$ cat src/rtl/uart_tx_scheduler.sv
// Round-robin scheduler sharing one uart_tx serializer between NUM_REQ message sources.
// A source keeps the serializer for a whole message; bytes are paced by uart_ready falling/rising.
module uart_tx_scheduler #(
    parameter  int unsigned NUM_REQ     = 4,
    parameter  int unsigned MAX_LEN     = 64,
    parameter  int unsigned GAP_CYCLES  = 16,
    parameter  int unsigned LOW_TIMEOUT = 4,
    localparam int unsigned IDW         = $clog2(NUM_REQ)
) (
    input  logic                   clk,
    input  logic                   rst,
    input  logic [NUM_REQ-1:0]     req_i,
    input  logic [8*NUM_REQ-1:0]   req_data_i,
    input  logic [NUM_REQ-1:0]     req_last_i,
    output logic [NUM_REQ-1:0]     req_ack_o,
    output logic [7:0]             uart_data_o,
    output logic                   uart_valid_o,
    input  logic                   uart_ready_i,
    output logic                   grant_valid_o,
    output logic [IDW-1:0]         grant_id_o,
    output logic                   msg_done_o,
    output logic                   len_err_o,
    output logic                   busy_o
);

    localparam int unsigned CNTW    = $clog2(MAX_LEN + 1);
    localparam int unsigned TMR_MAX = (GAP_CYCLES > LOW_TIMEOUT) ? GAP_CYCLES : LOW_TIMEOUT;
    localparam int unsigned TMRW    = $clog2(TMR_MAX + 1);

    typedef enum logic [2:0] {
        S_IDLE,
        S_ARB,
        S_SEND,
        S_WAIT_LOW,
        S_WAIT_HIGH,
        S_RELEASE,
        S_GAP
    } state_e;

    state_e            state_q, state_d;
    logic [IDW-1:0]    grant_id_q, grant_id_d;
    logic              grant_valid_q, grant_valid_d;
    logic [IDW-1:0]    rr_ptr_q, rr_ptr_d;
    logic [CNTW-1:0]   byte_cnt_q, byte_cnt_d;
    logic              last_q, last_d;
    logic [TMRW-1:0]   tmr_q, tmr_d;
    logic              msg_done_q, msg_done_d;
    logic              len_err_q, len_err_d;

    logic              req_sel;
    logic              handoff;
    logic              pick_found;
    logic [IDW-1:0]    pick_id;
    logic [IDW-1:0]    rr_next;

    assign req_sel = req_i[grant_id_q];
    assign handoff = (state_q == S_SEND) && req_sel && uart_ready_i;
    assign rr_next = (grant_id_q == IDW'(NUM_REQ - 1)) ? '0 : grant_id_q + IDW'(1);

    // First pending request at or after rr_ptr, wrapping around.
    always_comb begin : arb_pick
        int unsigned idx;
        pick_found = 1'b0;
        pick_id    = '0;
        for (int unsigned k = 0; k < NUM_REQ; k++) begin
            idx = int'(rr_ptr_q) + k;
            if (idx >= NUM_REQ) begin
                idx = idx - NUM_REQ;
            end
            if (!pick_found && req_i[IDW'(idx)]) begin
                pick_found = 1'b1;
                pick_id    = IDW'(idx);
            end
        end
    end

    always_comb begin
        req_ack_o = '0;
        if (handoff) begin
            req_ack_o[grant_id_q] = 1'b1;
        end
    end

    assign uart_valid_o  = (state_q == S_SEND) && req_sel;
    assign uart_data_o   = uart_valid_o ? req_data_i[{grant_id_q, 3'b000} +: 8] : 8'h00;
    assign grant_valid_o = grant_valid_q;
    assign grant_id_o    = grant_id_q;
    assign msg_done_o    = msg_done_q;
    assign len_err_o     = len_err_q;
    assign busy_o        = (state_q != S_IDLE);

    always_comb begin
        state_d       = state_q;
        grant_id_d    = grant_id_q;
        grant_valid_d = grant_valid_q;
        rr_ptr_d      = rr_ptr_q;
        byte_cnt_d    = byte_cnt_q;
        last_d        = last_q;
        tmr_d         = tmr_q;
        msg_done_d    = 1'b0;
        len_err_d     = 1'b0;
        unique case (state_q)
            S_IDLE: begin
                if (|req_i) begin
                    state_d = S_ARB;
                end
            end
            S_ARB: begin
                if (pick_found) begin
                    grant_id_d    = pick_id;
                    grant_valid_d = 1'b1;
                    byte_cnt_d    = '0;
                    last_d        = 1'b0;
                    state_d       = S_SEND;
                end else begin
                    state_d = S_IDLE;
                end
            end
            S_SEND: begin
                if (!req_sel) begin
                    grant_valid_d = 1'b0;
                    state_d       = S_RELEASE;
                end else if (uart_ready_i) begin
                    byte_cnt_d = (byte_cnt_q == CNTW'(MAX_LEN)) ? byte_cnt_q : byte_cnt_q + CNTW'(1);
                    last_d     = req_last_i[grant_id_q];
                    tmr_d      = '0;
                    state_d    = S_WAIT_LOW;
                end
            end
            // A serializer that never drops ready is assumed to have taken the byte.
            S_WAIT_LOW: begin
                if (!uart_ready_i || (tmr_q == TMRW'(LOW_TIMEOUT - 1))) begin
                    state_d = S_WAIT_HIGH;
                end else begin
                    tmr_d = tmr_q + TMRW'(1);
                end
            end
            S_WAIT_HIGH: begin
                if (uart_ready_i) begin
                    if (last_q) begin
                        msg_done_d    = 1'b1;
                        grant_valid_d = 1'b0;
                        state_d       = S_RELEASE;
                    end else if (byte_cnt_q == CNTW'(MAX_LEN)) begin
                        len_err_d     = 1'b1;
                        grant_valid_d = 1'b0;
                        state_d       = S_RELEASE;
                    end else begin
                        state_d = S_SEND;
                    end
                end
            end
            S_RELEASE: begin
                rr_ptr_d = rr_next;
                tmr_d    = '0;
                state_d  = (GAP_CYCLES != 0) ? S_GAP : S_IDLE;
            end
            S_GAP: begin
                if (tmr_q == TMRW'(GAP_CYCLES - 1)) begin
                    state_d = S_IDLE;
                end else begin
                    tmr_d = tmr_q + TMRW'(1);
                end
            end
            default: begin
                state_d = S_IDLE;
            end
        endcase
    end

    always_ff @(posedge clk) begin
        if (rst) begin
            state_q       <= S_IDLE;
            grant_id_q    <= '0;
            grant_valid_q <= 1'b0;
            rr_ptr_q      <= '0;
            byte_cnt_q    <= '0;
            last_q        <= 1'b0;
            tmr_q         <= '0;
            msg_done_q    <= 1'b0;
            len_err_q     <= 1'b0;
        end else begin
            state_q       <= state_d;
            grant_id_q    <= grant_id_d;
            grant_valid_q <= grant_valid_d;
            rr_ptr_q      <= rr_ptr_d;
            byte_cnt_q    <= byte_cnt_d;
            last_q        <= last_d;
            tmr_q         <= tmr_d;
            msg_done_q    <= msg_done_d;
            len_err_q     <= len_err_d;
        end
    end

endmodule

$ cat config.mk
export PLATFORM = sky130hd
export DESIGN_NAME = uart_tx_scheduler
export DESIGN_NICKNAME = d
export VERILOG_FILES = /design/src/rtl/uart_tx_scheduler.sv
export SDC_FILE = /design/constraint.sdc
export NUM_CORES = 1
export LEC_CHECK = 0
export ABC_AREA = 1
export ABC_CLOCK_PERIOD_IN_PS = 2200
export BUFFER_PORTS_ARGS = -buffer_cell sky130_fd_sc_hd__buf_2
export CAP_MARGIN = 0
export CORE_MARGIN = 2
export CORE_UTILIZATION = 47
export CTS_CLUSTER_SIZE = 8
export DETAILED_ROUTE_END_ITERATION = 8
export PLACE_DENSITY = 0.74
export SYNTH_ARGS = -nofsm -noshare
export SYNTH_HDL_FRONTEND = slang
export SYNTH_SLANG_ARGS = --single-unit
$ cat constraint.sdc
create_clock -name clk -period 2.2 [get_ports clk]
set_clock_uncertainty 0.2 [all_clocks]
set_input_delay 0.44 -clock clk [delete_from_list [all_inputs] [get_ports clk]]
set_output_delay 0.44 -clock clk [all_outputs]
set_load 0.02 [all_outputs]
# --- Word level (Yosys, flattened, before mapping) ---
# Index checks and enable logic that the tools add are counted.
totals:
  regBits: 23
  inputBits: 43
  out_inout_bits: 19
op_classes:
  addsub: 10
  order_cmp: 10
  n_eq_ne: 23
  shift: 1
  muxes: 61
  n_bitwise: 2
  reduce_logical: 25
ops:
  columns: ["cell", "n"]
  rows:
  - ["$shiftx 32x6->8", 1]
  - ["$mux 7", 4]
  - ["$mux 3", 8]
  - ["$ne 2x2->1 const B", 11]
  - ["$mux 1", 21]
  - ["$pmux 3 s7", 1]
  - ["$mux 2", 10]
  - ["$mux 5", 4]
  - ["$pmux 5 s4", 1]
  - ["$reduce_and 5->1", 4]
  - ["$lt 2x3->1 const B", 5]
  - ["$pmux 7 s2", 1]
  - ["$bmux 1 s2", 6]
  - ["$eq 3x3->1 const B", 3]
  - ["$ge 3x3->1 const B", 3]
  - ["$mux 8", 1]
  - ["$reduce_or 4->1", 2]
  - ["$sub 2x1->2 const B", 4]
  - ["$add 7x1->7 const B", 1]
  - ["$eq 7x7->1 const B", 1]
  - ["$add 2x2->3 const B", 2]
  - ["$eq 3x2->1 const B", 2]
  - ["$logic_and 1x1->1", 6]
  - ["$ne 3x3->1 const B", 2]
  - ["other kinds (23)", 28]

# --- Logic depth before layout (Yosys ltp) ---
logic_depth:
  depth_word: 16
  depth_mapped: 11
  mapped_depth_nobuf: 11

# --- Worst setup path after synthesis ---
# No wires, ideal clock.
synth_path:
  path_type: "reg-to-output"
  from: "register grant_id_q[0] (netlist: grant_id_o[0])"
  to: "output port req_ack_o[0]"
  arrival_ns: 1.575
  slack_ns: -0.015
  path_stages_with_launch: 10
  cell_sequence: "dfxtp_1 -> nand2_1 -> nand3_1 -> nand2_1 -> inv_1 -> nand2_4 -> buf_4 -> inv_2 -> nand2_1 -> nor2_1"
synth_between:
  elab_chain_cells: 5
  word_cells_on_any_way: 10
synth_rtl:
  columns: ["item", "line_no", "text"]
  rows:
  - ["start: declaration", "41", "logic [IDW-1:0] grant_id_q, grant_id_d;"]
  - ["start signal: assignment", "184", "grant_id_q <= grant_id_d;"]
  - ["$bmux 1 s2", "56", "assign req_sel = req_i[grant_id_q];"]
  - ["$mux 1 (not written as such)", "56", null]
  - ["$logic_and 1x1->1", null, null]
  - ["via uart_valid_o", "17", "output logic uart_valid_o,"]
  - ["$logic_and 1x1->1", "57", "assign handoff = (state_q == S_SEND) && req_sel && uart_ready_i;"]
  - ["$mux 4", "79", "if (handoff) begin"]
  - ["end: declaration", "15", "output logic [NUM_REQ-1:0] req_ack_o,"]
# The timed path passes the listed nets, and every way through them passes these cells. The select of a mux whose other input is x is not followed.

# --- Final worst setup path ---
layout_path:
  from: "register grant_id_q[0] (netlist: grant_id_o[0])"
  to: "output port uart_data_o[5]"
layout_between:
  elab_chain_cells: 4
  word_cells_on_any_way: 5
layout_rtl:
  columns: ["item", "line_no", "text"]
  rows:
  - ["branches (longest 3 deep; another with $shiftx 32x6->8)", null, null]
  - ["$mux 8 *", "85", "assign uart_data_o = uart_valid_o ? req_data_i[{grant_id_q, 3'b000} +: 8] : 8'h00;"]
  - ["end: declaration", "16", "output logic [7:0] uart_data_o,"]
# Mark *: on every way between the ends. The select of a mux whose other input is x is not followed.

==> metrics.md <==
| Metric | Value |
|---|---|
| Outcome | `finished, final reports clean` |
| Die W | `68.77 µm` |
| Die height | `68.77 µm` |
| Cell variety after synth | `30` |
| Routed wire length | `5202 µm` |
| Fill cells | `380` |
| Crit path DAT | `1.50 ns` |
| Syn avg cell area | `6.030 µm²` |
| Int Power | `0.001198 W` |
| Largest net degree at the start of global routing | `17` |
| Clock Sinks | `23` |
| Slowest-stage cell, CP | `dfxtp_4` |
| Crit-path most repeated cell | `buf_6` |
| Switch share | `0.5098` |
| GRT Overall Usage | `0.2157` |
| Area contributors post-synth | `dfxtp_1, nand2_1, nor2_1` |
| Final setup vio count | `0` |
| GP Congestion | `0.8787` |
| Crit. path cell count | `9` |
| Number of enable flip-flop cells after synthesis | `0` |
| Max-Cap Viols | `0` |
| CP Capture Type | `output pin` |
| YS warnings | `0` |
| Start point of the critical path | `grant_id_o[0]$_SDFFE_PP0P_` |
| Worst Setup EP | `uart_data_o[5]` |
| Data required, critical path | `1.56 ns` |
| Worst reg2reg startpoint | `tmr_q[0]$_SDFFE_PP0P_` |
| Pwr/cell area | `952.4 mW/mm²` |
| Register area share after synthesis | `0.2335` |
| Hold_ws | `0.2232 ns` |
| Reg2Reg Depth | `10` |
| Max incr delay on CP | `0.40 ns` |
| Initial DRC count | `134` |
| Top-count cell post-synth | `nand2_1` |
| # IOs | `62` |
| Vias in the first global route | `1874` |
| Worst setup margin | `0.05996 ns` |
| Crit path max-delay family | `buffers and inverters` |
| Fraction of layout cells with a size suffix above 1 | `0.3104` |
| Max IR drop VDD | `446.8 µV` |
| Vias | `2243` |
| Synth Area in XOR/XNOR | `0.02665` |
| Tmin final | `2.140 ns` |
| Post-synth top area share | `0.2335` |
| Area grow syn2layout | `30.08%` |
| Main synth FF type | `dfxtp_1` |
| Post-Synth Adder-Cell Area | `0.05076` |
| Comb pwr share | `0.642` |
| Yosys reg bits | `23` |
| DR WL/cell | `11.74 µm` |
| # diodes | `0` |
| Tightest Hold Check Type | `reg2reg` |
| Asr flop ratio synth | `0` |
| Gr ovfl total | `0` |
| Reg2reg setup slack | `0.36 ns` |
| Syn Inst Count | `327` |
| Synth area leader | `dfxtp_1` |
| IO Port Bufs | `61` |
| Sequential share of power | `0.246` |
| Synth Area in Simple Gates | `0.4359` |
| CTS root buffer | `clkbuf_8` |
| Maximum root-to-sink buffer count | `2` |
| Compound-cell area share of the yosys netlist | `0.1580` |
| Dpl hpwl | `3825 µm` |
| Startpoint types | `flop` |
| Least-Margin Pin Slew | `0.3946 ns` |
| Crit path buf inv count | `4` |
| Post-synthesis mux area share | `0` |
| Relative slew margins | `0.7366` |
| Core Area | `0.004029 mm²` |
| Worst-skew pair later-pin latency | `0.27 ns` |
| Final Hold Vio Count | `0` |
| Largest family of logic cells by synthesized area | `simple AND/OR/NAND/NOR gates` |
| Via-per-instance ratio | `5.063` |
| Total CTS buffers | `3` |
| RSZ-0062 raised after global routing | `yes` |
| Htree depth | `1` |
| Post-Syn Area | `0.001972 mm²` |
| Total power | `0.002443 W` |
| Setup Slack @ Placement | `0.1558 ns` |
| Synthesized net count | `378` |
| Die area | `0.004729 mm²` |
| Drt pass-1 iters | `4` |
| Site Rows | `23` |
| CP Class | `reg2out` |
| DRC | `0` |
| Switching Power | `0.001245 W` |
| Nets | `445` |
| Synth cell count leaders | `nand2_1, nor2_1, o21ai_0` |
| Antenna violations before repair | `0` |
| CTS tree | `built` |
| R2R Path End | `tmr_q[0]$_SDFFE_PP0P_` |
| Final Cycle Share | `0.9727` |
| Leakage | `1.195 nW` |
| Part of the power in the clock network | `0.112` |
| CP Max Fanout | `7` |
| First-pass GRT wire length | `7831 µm` |
| Fmax | `0.4673 GHz` |
| Pins Over Slew Limit | `0` |
| Initial core utilization | `0.4894` |
| ANT nets after route | `0` |
| Crit path cell chain | `buf_6 -> nand2_2 -> nand3_1 -> nand2_1 -> inv_2 -> nand2_4 -> buf_12 -> a21oi_4 -> buf_6` |
| Clk pin slew, worst setup/hold paths | `0.08 ns` |
metrics by stage:
stage	std cells	cell area, µm²	TNS, ns	util
6_report	443	2565	0	0.6366
5_1_grt	443	2565	-0.1179	0.6366
4_1_cts	441	2445	0	0.6068
3_5_place_dp	435	2346	0	0.5823
3_3_place_gp	435	2346	0	0.5823
2_1_floorplan	327	1972	-0.06032	-
state kept, by name, summed over array words and instances (netlist names):
register       cells
byte_cnt_q         7
tmr_q              5
state_q            3
grant_id_o         2
rr_ptr_q           2
grant_valid_o      1
last_q             1
len_err_o          1
msg_done_o         1
how the worst min path moves through the flow:
| stage | start | end | cells after the start |
|---|---|---|---|
| after floorplan | last_q$_SDFFE_PP0P_ | len_err_o$_SDFF_PP0_ | 1 |
| after global placement | last_q$_SDFFE_PP0P_ | len_err_o$_SDFF_PP0_ | 1 |
| after detailed placement | last_q$_SDFFE_PP0P_ | len_err_o$_SDFF_PP0_ | 1 |
| after CTS | last_q$_SDFFE_PP0P_ | len_err_o$_SDFF_PP0_ | 1 |
| after global routing | last_q$_SDFFE_PP0P_ | len_err_o$_SDFF_PP0_ | 1 |
| final | last_q$_SDFFE_PP0P_ | len_err_o$_SDFF_PP0_ | 1 |
routing by layer:
layer | up-vias | global-route usage | part of all wire
li1 | 1185 | - | -
met1 | 1000 | 0.2629 | 0.47
met2 | 53 | 0.3942 | 0.47
met3 | 5 | 0.03734 | 0.053
met4 | 0 | 0.04657 | 0.0092
met5 | - | 0 | 0
final cells by class:
cell class / instances / area [µm²] / area share
multi-input combinational: 259 / 1384 / 0.5395
sequential: 23 / 466.7 / 0.1820
timing repair buffer: 72 / 454.2 / 0.1771
inverter: 35 / 148.9 / 0.05805
tap: 50 / 62.56 / 0.02439
clock buffer: 3 / 41.29 / 0.01610
clock inverter: 1 / 7.507 / 0.002927
cell usage in the layout, fill, tap and decap left out, types with 4 or more instances in the layout:
cell,instances
nand2_1,68
nor2_1,64
buf_2,53
inv_1,23
nand3_1,23
o21ai_0,23
a21oi_1,20
dfxtp_1,20
buf_6,9
buf_4,9
inv_2,8
ha_1,8
nand4_1,7
nand2_2,5
o21ai_1,5
xor2_1,5
nand2_4,4
nor2_2,4
logic make-up (layout without fill, tap and decap cells):
group                    count (synthesis)  after routing
AND/OR/NAND/NOR                        187            187
AO/OA/AOI/OAI                           58             58
buffers and inverters                   45            111
flip-flops                              23             23
adder cells (fa/ha/maj)                  8              8
XOR/XNOR                                 6              6
what timing repair did:
item / CTS / global route
hold buffers: 0 / 0
buffers inserted: 2 / 2
hold endpoints to repair: 0 / 0
gates resized for setup: 11 / 32
pin swaps: 1 / 4
endpoints found under the setup margin: 6 / 11
gates cloned: 0 / 0
power groups by stage:
stage          logic, W  registers (W)  clock network, W
4_1_cts         0.00147       0.000591          0.000286
2_1_floorplan   0.00104       0.000611                 0
5_1_grt         0.00174       0.000614          0.000308
3_5_place_dp    0.00143       0.000598                 0
6_report        0.00157       0.000601          0.000273
3_3_place_gp    0.00140       0.000596                 0
No activity file was read; power rests on OpenSTA's default activity.
